$ cat config.mk
export PLATFORM = sky130hd
export DESIGN_NAME = tick_sequencer
export DESIGN_NICKNAME = d
export VERILOG_FILES = /design/src/rtl/tick_sequencer.sv
export SDC_FILE = /design/constraint.sdc
export NUM_CORES = 1
export LEC_CHECK = 0
export CORE_ASPECT_RATIO = 1.1
export CORE_MARGIN = 3
export CORE_UTILIZATION = 50
export DETAILED_ROUTE_END_ITERATION = 6
export PLACE_DENSITY = 0.84
export SYNTH_ARGS = -nofsm -noshare
export SYNTH_HDL_FRONTEND = slang
export SYNTH_SLANG_ARGS = --single-unit
$ cat constraint.sdc
create_clock -name Clk -period 3.1 [get_ports Clk]
set_input_delay 0.93 -clock Clk [delete_from_list [all_inputs] [get_ports Clk]]
set_output_delay 0.93 -clock Clk [all_outputs]
set_load 0.01 [all_outputs]
$ cat src/rtl/tick_sequencer.sv
// Run/stop sequencer around a programmable-period tick prescaler: one-cycle Tick, toggling SlowClk, optional burst.
// Optional build macro TICK_SEQ_PAUSE_EN adds a Pause input that freezes counting while running.
module tick_sequencer #(
    parameter int               WIDTH     = 21,
    parameter logic [WIDTH-1:0] DEFAULT_N = 21'd1666667,
    parameter int               BURST_W   = 8
) (
    input  logic               Clk,
    input  logic               Reset,
    input  logic               Start,
    input  logic               Stop,
    input  logic               LoadN,
    input  logic [WIDTH-1:0]   NewN,
    input  logic [BURST_W-1:0] BurstLen,
`ifdef TICK_SEQ_PAUSE_EN
    input  logic               Pause,
`endif
    output logic               Tick,
    output logic               SlowClk,
    output logic               Busy,
    output logic               Done,
    output logic [BURST_W-1:0] TickCount
);

    // state  | meaning
    // S_IDLE | period may be loaded, waiting for Start
    // S_RUN  | prescaler counting, ticks emitted
    // S_DONE | burst finished, Done high for one cycle
    typedef enum logic [1:0] {S_IDLE, S_RUN, S_DONE} state_t;

    state_t             state, state_nxt;
    logic [WIDTH-1:0]   n_reg, n_nxt;
    logic [WIDTH-1:0]   cnt, cnt_nxt;
    logic [BURST_W-1:0] len_reg, len_nxt;
    logic [BURST_W-1:0] tick_count, tc_nxt;
    logic               tick, tick_nxt;
    logic               slow_clk, slow_nxt;
    logic               paused;
    logic               terminal;

`ifdef TICK_SEQ_PAUSE_EN
    assign paused = Pause;
`else
    assign paused = 1'b0;
`endif

    assign terminal = (cnt == n_reg - WIDTH'(1));

    always_ff @(posedge Clk) begin
        if (Reset) begin
            state      <= S_IDLE;
            n_reg      <= DEFAULT_N;
            cnt        <= '0;
            len_reg    <= '0;
            tick_count <= '0;
            tick       <= 1'b0;
            slow_clk   <= 1'b0;
        end else begin
            state      <= state_nxt;
            n_reg      <= n_nxt;
            cnt        <= cnt_nxt;
            len_reg    <= len_nxt;
            tick_count <= tc_nxt;
            tick       <= tick_nxt;
            slow_clk   <= slow_nxt;
        end
    end

    always_comb begin
        state_nxt = state;
        n_nxt     = n_reg;
        cnt_nxt   = cnt;
        len_nxt   = len_reg;
        tc_nxt    = tick_count;
        tick_nxt  = 1'b0;
        slow_nxt  = slow_clk;
        case (state)
            S_IDLE: begin
                // Periods below 2 are clamped so the terminal compare never sees a zero period
                if (LoadN)
                    n_nxt = (NewN < WIDTH'(2)) ? WIDTH'(2) : NewN;
                if (Start) begin
                    state_nxt = S_RUN;
                    cnt_nxt   = '0;
                    tc_nxt    = '0;
                    len_nxt   = BurstLen;
                end
            end
            S_RUN: begin
                if (Stop) begin
                    state_nxt = S_IDLE;
                end else if (!paused) begin
                    if (terminal) begin
                        cnt_nxt  = '0;
                        tick_nxt = 1'b1;
                        slow_nxt = ~slow_clk;
                        tc_nxt   = tick_count + BURST_W'(1);
                        if (len_reg != '0 && tc_nxt == len_reg)
                            state_nxt = S_DONE;
                    end else begin
                        cnt_nxt = cnt + WIDTH'(1);
                    end
                end
            end
            S_DONE:  state_nxt = S_IDLE;
            default: state_nxt = S_IDLE;
        endcase
    end

    assign Tick      = tick;
    assign SlowClk   = slow_clk;
    assign Busy      = (state != S_IDLE);
    assign Done      = (state == S_DONE);
    assign TickCount = tick_count;

endmodule
==> impl_metrics.prom, run 1 <==
# TYPE chip_impl_metric gauge
chip_impl_metric{name="detailroute.wirelength.met2",unit="mm"} 4.515
chip_impl_info{name="unrepaired_setup_endpoints_after_global_routing",value="yes"} 1
chip_impl_metric{name="instances_no_fill",unit=""} 598
chip_impl_metric{name="hold_buffers_post_cts",unit=""} 0
chip_impl_metric{name="synthCells",unit=""} 445
chip_impl_metric{name="antenna_cells",unit=""} 0
chip_impl_metric{name="final.hold.worst_slack",unit="ns"} 0.4919
chip_impl_metric{name="stdcell_area",unit="sq um"} 4437
chip_impl_metric{name="vdd_ir_drop_max",unit="mV"} 0.2410
chip_impl_metric{name="synth_compound_area_share",unit="%"} 9.861
chip_impl_metric{name="total_of_buffers_placed_on_input_and_output_ports",unit=""} 45
chip_impl_metric{name="drive_gt1_share",unit="%"} 12.60
chip_impl_metric{name="routed-via-count",unit=""} 3581
chip_impl_metric{name="worstPathRequired",unit="ns"} 3.32
chip_impl_metric{name="place.detailed.instances",unit=""} 577
chip_impl_info{name="clk_root_buffer_cell",value="clkbuf_8"} 1
chip_impl_metric{name="die_area",unit="sq um"} 8045
chip_impl_metric{name="worst_skew_pair.late_latency",unit="ns"} 0.35
chip_impl_metric{name="yosys.area_share.adder",unit="%"} 1.072
chip_impl_metric{name="first_global_vias",unit=""} 3390
chip_impl_metric{name="utilization",unit="%"} 66.50
chip_impl_metric{name="post-dp-hpwl",unit="mm"} 6.816
chip_impl_metric{name="setup_viol_count_final",unit=""} 5
chip_impl_metric{name="design.core.area",unit="sq um"} 6671
chip_impl_metric{name="yosys_warnings",unit=""} 0
chip_impl_metric{name="grt_start_max_net_pins",unit=""} 43
chip_impl_info{name="synthTopCellsByArea",value="dfxtp_1, nand2_1, xor2_1"} 1
chip_impl_metric{name="initial_utilization",unit="%"} 52.49
chip_impl_info{name="failed_checks",value="negative setup slack"} 1
chip_impl_metric{name="die_width",unit="um"} 85.80
chip_impl_metric{name="cp_slowest_stage_delay",unit="ns"} 0.59
chip_impl_metric{name="fmax",unit="MHz"} 315.2
chip_impl_metric{name="power-per-cell-area",unit="nW/um^2"} 421.4
chip_impl_metric{name="number_of_h_tree_branching_levels",unit=""} 3
chip_impl_metric{name="ios",unit=""} 46
chip_impl_metric{name="synth_seq_area_share",unit="%"} 35.44
chip_impl_metric{name="cts.path.max_buffers",unit=""} 2
chip_impl_info{name="highest_layer",value="met4"} 1
chip_impl_metric{name="design.final.nets",unit=""} 548
chip_impl_metric{name="max-cap-violations",unit=""} 0
chip_impl_metric{name="area_growth_syn_to_layout",unit="%"} 26.69
chip_impl_metric{name="clk_pin_slew_worst_paths",unit="ns"} 0.07
chip_impl_info{name="worst_setup_path_start_kind",value="flop"} 1
chip_impl_metric{name="regArea",unit="sq um"} 1244
chip_impl_metric{name="timing.final.max_slew_violations",unit=""} 0
chip_impl_metric{name="globalplace.congestion",unit=""} 0.8815
chip_impl_info{name="worst_path_max_delay_cell",value="or4_4"} 1
chip_impl_metric{name="tightest_slew",unit="ns"} 0.6115
chip_impl_metric{name="synth_top_cell_area_share",unit="%"} 35.44
chip_impl_metric{name="post_synth_mux_area_share",unit="%"} 0.2858
chip_impl_metric{name="maxSlewHeadroom",unit="%"} 59.24
chip_impl_metric{name="synth-simple-area-share",unit="%"} 37.48
chip_impl_metric{name="met3_length",unit="um"} 562
chip_impl_metric{name="std_cell_rows",unit=""} 31
chip_impl_info{name="crit_path_max_delay_family",value="simple AND/OR/NAND/NOR gates"} 1
chip_impl_metric{name="post-route-min-period",unit="ns"} 3.173
chip_impl_metric{name="worst-path-buf-inv",unit=""} 1
chip_impl_info{name="critical_path.most_common_cell",value="or4_4"} 1
chip_impl_metric{name="multi_input_comb_area",unit="sq um"} 2211
chip_impl_metric{name="initial_antenna_violation_count",unit=""} 0
chip_impl_metric{name="final_antenna_net_count",unit=""} 0
chip_impl_metric{name="syn-cell-area",unit="sq um"} 3502
chip_impl_metric{name="drc_errors",unit=""} 0
chip_impl_metric{name="grt_util_all_layers",unit="%"} 23.91
chip_impl_metric{name="cts_num_sinks",unit=""} 62
chip_impl_metric{name="p_leak",unit="nW"} 1.637
chip_impl_metric{name="first_pass_iters",unit=""} 5
chip_impl_metric{name="routedLengthMet1",unit="mm"} 3.913
chip_impl_info{name="post-synth-top-area-cell",value="dfxtp_1"} 1
chip_impl_metric{name="postSynthRegisterBits",unit=""} 62
chip_impl_metric{name="overflow",unit=""} 0
chip_impl_info{name="synth_top_flop_cell",value="dfxtp_1"} 1
chip_impl_metric{name="timing.final.ws_setup",unit="ns"} -0.07258
chip_impl_info{name="timing.setup.critical_path_class",value="flop to flop"} 1
chip_impl_metric{name="tns",unit="ns"} -0.2083
chip_impl_metric{name="global_route_wire_length_before_repair",unit="mm"} 15.46
chip_impl_info{name="run_status",value="finished, violations left"} 1
chip_impl_metric{name="final_hold_viol_count",unit=""} 0
chip_impl_metric{name="avgSynthCellArea",unit="sq um"} 7.870
chip_impl_metric{name="die_h",unit="um"} 93.78
chip_impl_info{name="cells_along_the_critical_path",value="inv_2 > ha_4 > or4b_4 > or3_4 > o21ai_2 > a21oi_2 > or4_4 > or4_4 > a32oi_1 > nor2_1"} 1
chip_impl_metric{name="skew",unit="ns"} 0.01045
chip_impl_metric{name="critical_path.max_fanout",unit=""} 5
chip_impl_metric{name="routedWlPerCell",unit="um"} 15.68
chip_impl_metric{name="post_drt_via_cell_ratio",unit=""} 5.988
chip_impl_metric{name="drt_first_iter_violations",unit=""} 298
chip_impl_metric{name="netlist-cell-type-count",unit=""} 55
chip_impl_info{name="worst_setup_path_end_kind",value="flop"} 1
chip_impl_metric{name="final_min_period_over_clock_period",unit="%"} 102.3
chip_impl_metric{name="route.final.wire_length",unit="mm"} 9.376
chip_impl_metric{name="cts_made_buffers",unit=""} 9
chip_impl_metric{name="layout.filler_cells",unit=""} 548
chip_impl_info{name="tritoncts",value="yes"} 1
chip_impl_metric{name="number_of_enable_type_register_cells_in_the_synthesized_netlist",unit=""} 0
chip_impl_info{name="hp-class",value="flop to flop"} 1
chip_impl_metric{name="post_synth_xor_area_fraction",unit="%"} 13.25
chip_impl_metric{name="placed_cell_area",unit="sq um"} 4136
chip_impl_metric{name="asyncSetResetFlopFracSynth",unit="%"} 0
chip_impl_metric{name="worst_ep_arrival_time",unit="ns"} 3.39
chip_impl_info{name="main_combinational_cell_family_by_area_after_synthesis",value="simple AND/OR/NAND/NOR gates"} 1
chip_impl_metric{name="syn_nets",unit=""} 482
[final cells by class]
type | count | area share [%]
Clock buffer | 13 | 4.033
Clock inverter | 3 | 0.9024
Inverter | 6 | 0.5076
Multi-Input combinational cell | 362 | 49.83
Sequential cell | 62 | 28.03
Tap cell | 82 | 2.312
Timing Repair Buffer | 70 | 14.38
[report_power, final]
part,internal (W),total (W),switching (W)
combinational,0.000116,0.000235,0.000118
sequential,0.000825,0.000863,0.0000387
clock,0.000456,0.000771,0.000315
[routing by layer]
| layer | vias to the layer above | track usage [%] |
|---|---|---|
| met5 | - | 0 |
| met2 | 154 | 38.47 |
| li1 | 1707 | - |
| met4 | 0 | 12.80 |
| met3 | 46 | 4.298 |
| met1 | 1674 | 30.29 |
[cell usage after synthesis (4+ instances only)]
cell and count:
nand2_1 76, dfxtp_1 62, nor2_1 43, xor2_1 28, xnor2_1 25, a21oi_1 24, nand3_1 24, nand3b_1 15
nor3_1 14, clkbuf_1 11, and3_1 10, nor4_1 10, nand4_1 8, or4_1 7, inv_1 6, nand2b_1 6
o21ai_0 6, or3_1 6, and2_1 5, a31oi_1 4, nor4b_1 4, o22ai_1 4
[layout by cell type, fill, tap and decap left out, types with 3 or more instances in the layout]
cell type        netlist  routed
a31oi_1                4       4
o22ai_1                4       4
inv_1                  6       4
clkdlybuf4s50_1        0      45
xor2_1                28      27
o21ai_0                6       6
nor4b_1                4       4
nor3_1                14      13
clkbuf_8               0      13
and3_1                10      10
and2_1                 5       5
dfxtp_1               62      60
nand4_1                8       8
xnor2_1               25      25
or3b_2                 3       3
or3_1                  6       5
a211oi_1               3       3
or4_1                  7       6
nand2_1               76      76
nor3_2                 2       3
nor4_1                10      10
buf_4                  1      25
a21oi_1               24      23
nor2_1                43      43
nand3b_1              15      15
or4_4                  2       3
nand2b_1               6       6
nand3_1               24      24
[timing repair]
action                                  in CTS  in global routing
gates resized for setup                      3                 10
endpoints found under the hold margin        0                  0
endpoints found under the setup margin       4                 29
setup buffers                                1                  4
pin swaps                                    1                  8
[worst min-delay path, cell delays in order, from the launching register on]
cell and delay, ns:
dfxtp_1 0.33, nand2_1 0.06, a21oi_1 0.06
[per-stage QoR]
step	setup slack (ns)	total power (W)
6_report	-0.07258	0.001870
5_1_grt	-0.1599	0.001936
4_1_cts	-0.007829	0.001863
3_5_place_dp	-0.04546	0.001102
3_3_place_gp	0.08492	0.001093
2_1_floorplan	0.07253	0.001006
[kinds of logic (layout without fill, tap and decap cells)]
logic type      Yosys count  count (layout)
simple gates            249             249
flops                    62              62
compound gates           56              56
xor+xnor                 53              53
buf+inv                  21              92
fa+ha+maj                 3               3
mux                       1               1
[worst paths after layout]
check                           startpoint    endpoint  slack [ns]  cells past startpoint
worst min register to register  len_reg[0]  len_reg[0]        0.49                      2
worst max-delay path              n_reg[1]      cnt[1]       -0.07                     10
worst max register to register    n_reg[1]      cnt[1]       -0.07                     10
worst min-delay path            len_reg[0]  len_reg[0]        0.49                      2
(Power assumes the default switching activity.)
==> inputs of run 2 (changes only) <==
- TNS_END_PERCENT: not set -> 20
==> run 2 against run 1 <==
Net effect: the run now ends clean; core utilization shrank 0.13 points; cell area shrank 0.20%; non-clock buffer count is 1 lower; sequential share of layout area grew 0.055 points; sequential power about the same; first-iteration DRC count fell by 1.0%; setup slack better by 0.14 ns; clock skew fell by 0.00085 ns; via count shrank 1.9%.
==> impl_metrics.prom, run 2 (synthesis gave the netlist of run 1 again) <==
# TYPE chip_impl_metric gauge
chip_impl_metric{name="drc_errors",unit=""} 0
chip_impl_metric{name="global_route_track_usage_on_met1",unit="%"} 29.96
chip_impl_metric{name="drt_first_iter_violations",unit=""} 295
chip_impl_metric{name="hold_buffers_post_cts",unit=""} 0
chip_impl_metric{name="std_cell_rows",unit=""} 31
chip_impl_metric{name="fmax",unit="MHz"} 329.6
chip_impl_metric{name="grt_start_max_net_pins",unit=""} 43
chip_impl_metric{name="tns",unit="ns"} 0
chip_impl_info{name="unrepaired_setup_endpoints_after_global_routing",value="yes"} 1
chip_impl_metric{name="vdd_ir_drop_max",unit="mV"} 0.2444
chip_impl_metric{name="total_of_buffers_placed_on_input_and_output_ports",unit=""} 45
chip_impl_metric{name="cts_num_sinks",unit=""} 62
chip_impl_info{name="timing.setup.critical_path_class",value="flop to flop"} 1
chip_impl_info{name="global_route.peak_usage_layer",value="met2"} 1
chip_impl_metric{name="max-cap-violations",unit=""} 0
chip_impl_metric{name="post_drt_via_cell_ratio",unit=""} 5.883
chip_impl_metric{name="net-switching-power",unit="W"} 0.0004733
chip_impl_metric{name="worst_ep_arrival_time",unit="ns"} 3.26
chip_impl_metric{name="timing.final.max_slew_violations",unit=""} 0
chip_impl_metric{name="maxSlewHeadroom",unit="%"} 59.62
chip_impl_metric{name="post-dp-hpwl",unit="mm"} 6.816
chip_impl_metric{name="power.share.switching",unit="%"} 25.31
chip_impl_metric{name="globalplace.congestion",unit=""} 0.8815
chip_impl_metric{name="overflow",unit=""} 0
chip_impl_metric{name="antenna_cells",unit=""} 0
chip_impl_metric{name="cts_made_buffers",unit=""} 9
chip_impl_metric{name="final_hold_viol_count",unit=""} 0
chip_impl_metric{name="final_min_period_over_clock_period",unit="%"} 97.87
chip_impl_metric{name="power-per-cell-area",unit="nW/um^2"} 422.3
chip_impl_metric{name="die_width",unit="um"} 85.80
chip_impl_metric{name="preCtsSetupSlack",unit="ns"} -0.04546
chip_impl_metric{name="p_leak",unit="nW"} 1.630
chip_impl_info{name="hp-class",value="flop to flop"} 1
chip_impl_metric{name="fin_total_pwr",unit="W"} 0.001870
chip_impl_metric{name="critical_path.max_fanout",unit=""} 5
chip_impl_metric{name="first_global_vias",unit=""} 3383
chip_impl_metric{name="worst_skew_pair.late_latency",unit="ns"} 0.35
chip_impl_metric{name="final_antenna_net_count",unit=""} 0
chip_impl_metric{name="die_h",unit="um"} 93.78
chip_impl_metric{name="routedWlPerCell",unit="um"} 15.31
chip_impl_metric{name="global_route_wire_length_before_repair",unit="mm"} 15.41
chip_impl_metric{name="cts.path.max_buffers",unit=""} 2
chip_impl_metric{name="die_area",unit="sq um"} 8045
chip_impl_info{name="clk_root_buffer_cell",value="clkbuf_8"} 1
chip_impl_metric{name="initial_utilization",unit="%"} 52.49
chip_impl_metric{name="initial_antenna_violation_count",unit=""} 0
chip_impl_metric{name="tightest_slew",unit="ns"} 0.6057
chip_impl_metric{name="ios",unit=""} 46
chip_impl_metric{name="routed-via-count",unit=""} 3512
chip_impl_metric{name="clock_network_fraction_of_total_power",unit="%"} 41.5
chip_impl_metric{name="met2_usage",unit="%"} 38.60
chip_impl_metric{name="worstPathRequired",unit="ns"} 3.32
chip_impl_info{name="worst_setup_path_end_kind",value="flop"} 1
chip_impl_info{name="tritoncts",value="yes"} 1
chip_impl_metric{name="route.final.wire_length",unit="mm"} 9.139
chip_impl_metric{name="comb_power_share",unit="%"} 12.4
chip_impl_metric{name="first_pass_iters",unit=""} 5
chip_impl_metric{name="post-route-min-period",unit="ns"} 3.034
chip_impl_metric{name="design.core.area",unit="sq um"} 6671
chip_impl_metric{name="final.hold.worst_slack",unit="ns"} 0.4922
chip_impl_metric{name="utilization",unit="%"} 66.37
chip_impl_metric{name="setup_viol_count_final",unit=""} 0
chip_impl_info{name="run_status",value="finished, final reports clean"} 1
chip_impl_metric{name="global_route.usage.met3",unit="%"} 4.561
chip_impl_metric{name="grt_util_all_layers",unit="%"} 23.84
chip_impl_info{name="worst_setup_path_start_kind",value="flop"} 1
chip_impl_info{name="layout.cells.most_common_list",value="nand2_1, dfxtp_1, clkdlybuf4s50_1"} 1
chip_impl_metric{name="drive_gt1_share",unit="%"} 12.23
chip_impl_metric{name="clk_pin_slew_worst_paths",unit="ns"} 0.08
chip_impl_metric{name="design.final.nets",unit=""} 547
chip_impl_metric{name="skew",unit="ns"} 0.009595
chip_impl_metric{name="area_growth_syn_to_layout",unit="%"} 26.44
chip_impl_metric{name="seqPwrFrac",unit="%"} 46.2
chip_impl_metric{name="number_of_h_tree_branching_levels",unit=""} 3
chip_impl_metric{name="timing.final.ws_setup",unit="ns"} 0.06603
chip_impl_info{name="final_common_cell",value="nand2_1"} 1
chip_impl_metric{name="p_int",unit="W"} 0.001397
## run 2: cell types whose count changed in the layout (fill, tap and decap cells not counted), sizes merged
cell / previous run / this run
buf: 25 / 24
## run 2: area by class of cell
class | instances | area [sq um]
clock inverters | 3 | 40.04
well taps | 82 | 102.6
fillers | 553 | 2243
inverters | 6 | 22.52
clock buffers | 13 | 178.9
multi-input cells | 362 | 2210
flip-flops and latches | 62 | 1244
repair buffers | 69 | 630.6
## run 2: what timing repair did
action / in CTS / in global routing
pin swaps: 1 / 4
setup buffers: 1 / 3
resized for setup: 1 / 11
setup endpoints to repair: 4 / 29
## run 2: worst max-delay path, cell delays in order, from the launching register on
cell     delay, ns
dfxtp_2       0.33
inv_2         0.07
ha_4          0.15
or4b_4        0.50
or3_4         0.36
o21ai_2       0.11
a21oi_1       0.09
or4_4         0.55
or4_4         0.47
a32oi_1       0.23
nor2_1        0.06
## run 2: per-stage QoR
stage | instances | area [sq um]
3_3_place_gp | 577 | 4136
5_1_grt | 597 | 4428
6_report | 597 | 4428
4_1_cts | 594 | 4365
3_5_place_dp | 577 | 4136
2_1_floorplan | 445 | 3502
## run 2: power by group through the flow
stage          Combinational [W]  Sequential (W)  Clock, W
6_report                0.000231        0.000864  0.000775
5_1_grt                 0.000256        0.000869  0.000809
4_1_cts                 0.000225        0.000861  0.000776
3_5_place_dp            0.000223        0.000879         0
3_3_place_gp            0.000217        0.000876         0
2_1_floorplan           0.000140        0.000866         0
## run 2: path summary, 6_finish.rpt
| check | from | endpoint | slack, ns | depth (start not counted) |
|---|---|---|---|---|
| hold reg to reg | len_reg[0] | len_reg[0] | 0.49 | 2 |
| hold / removal | len_reg[0] | len_reg[0] | 0.49 | 2 |
| setup reg to reg | n_reg[0] | cnt[1] | 0.07 | 10 |
| setup / recovery | n_reg[0] | cnt[1] | 0.07 | 10 |
## run 2: routing by layer
metal / vias up / routed length (um) / share of wire [%]
met5: - / 0 / 0
met1: 1646 / 3920 / 43
met2: 131 / 4382 / 48
met3: 25 / 560 / 6.1
met4: 0 / 276 / 3.0
li1: 1710 / - / -
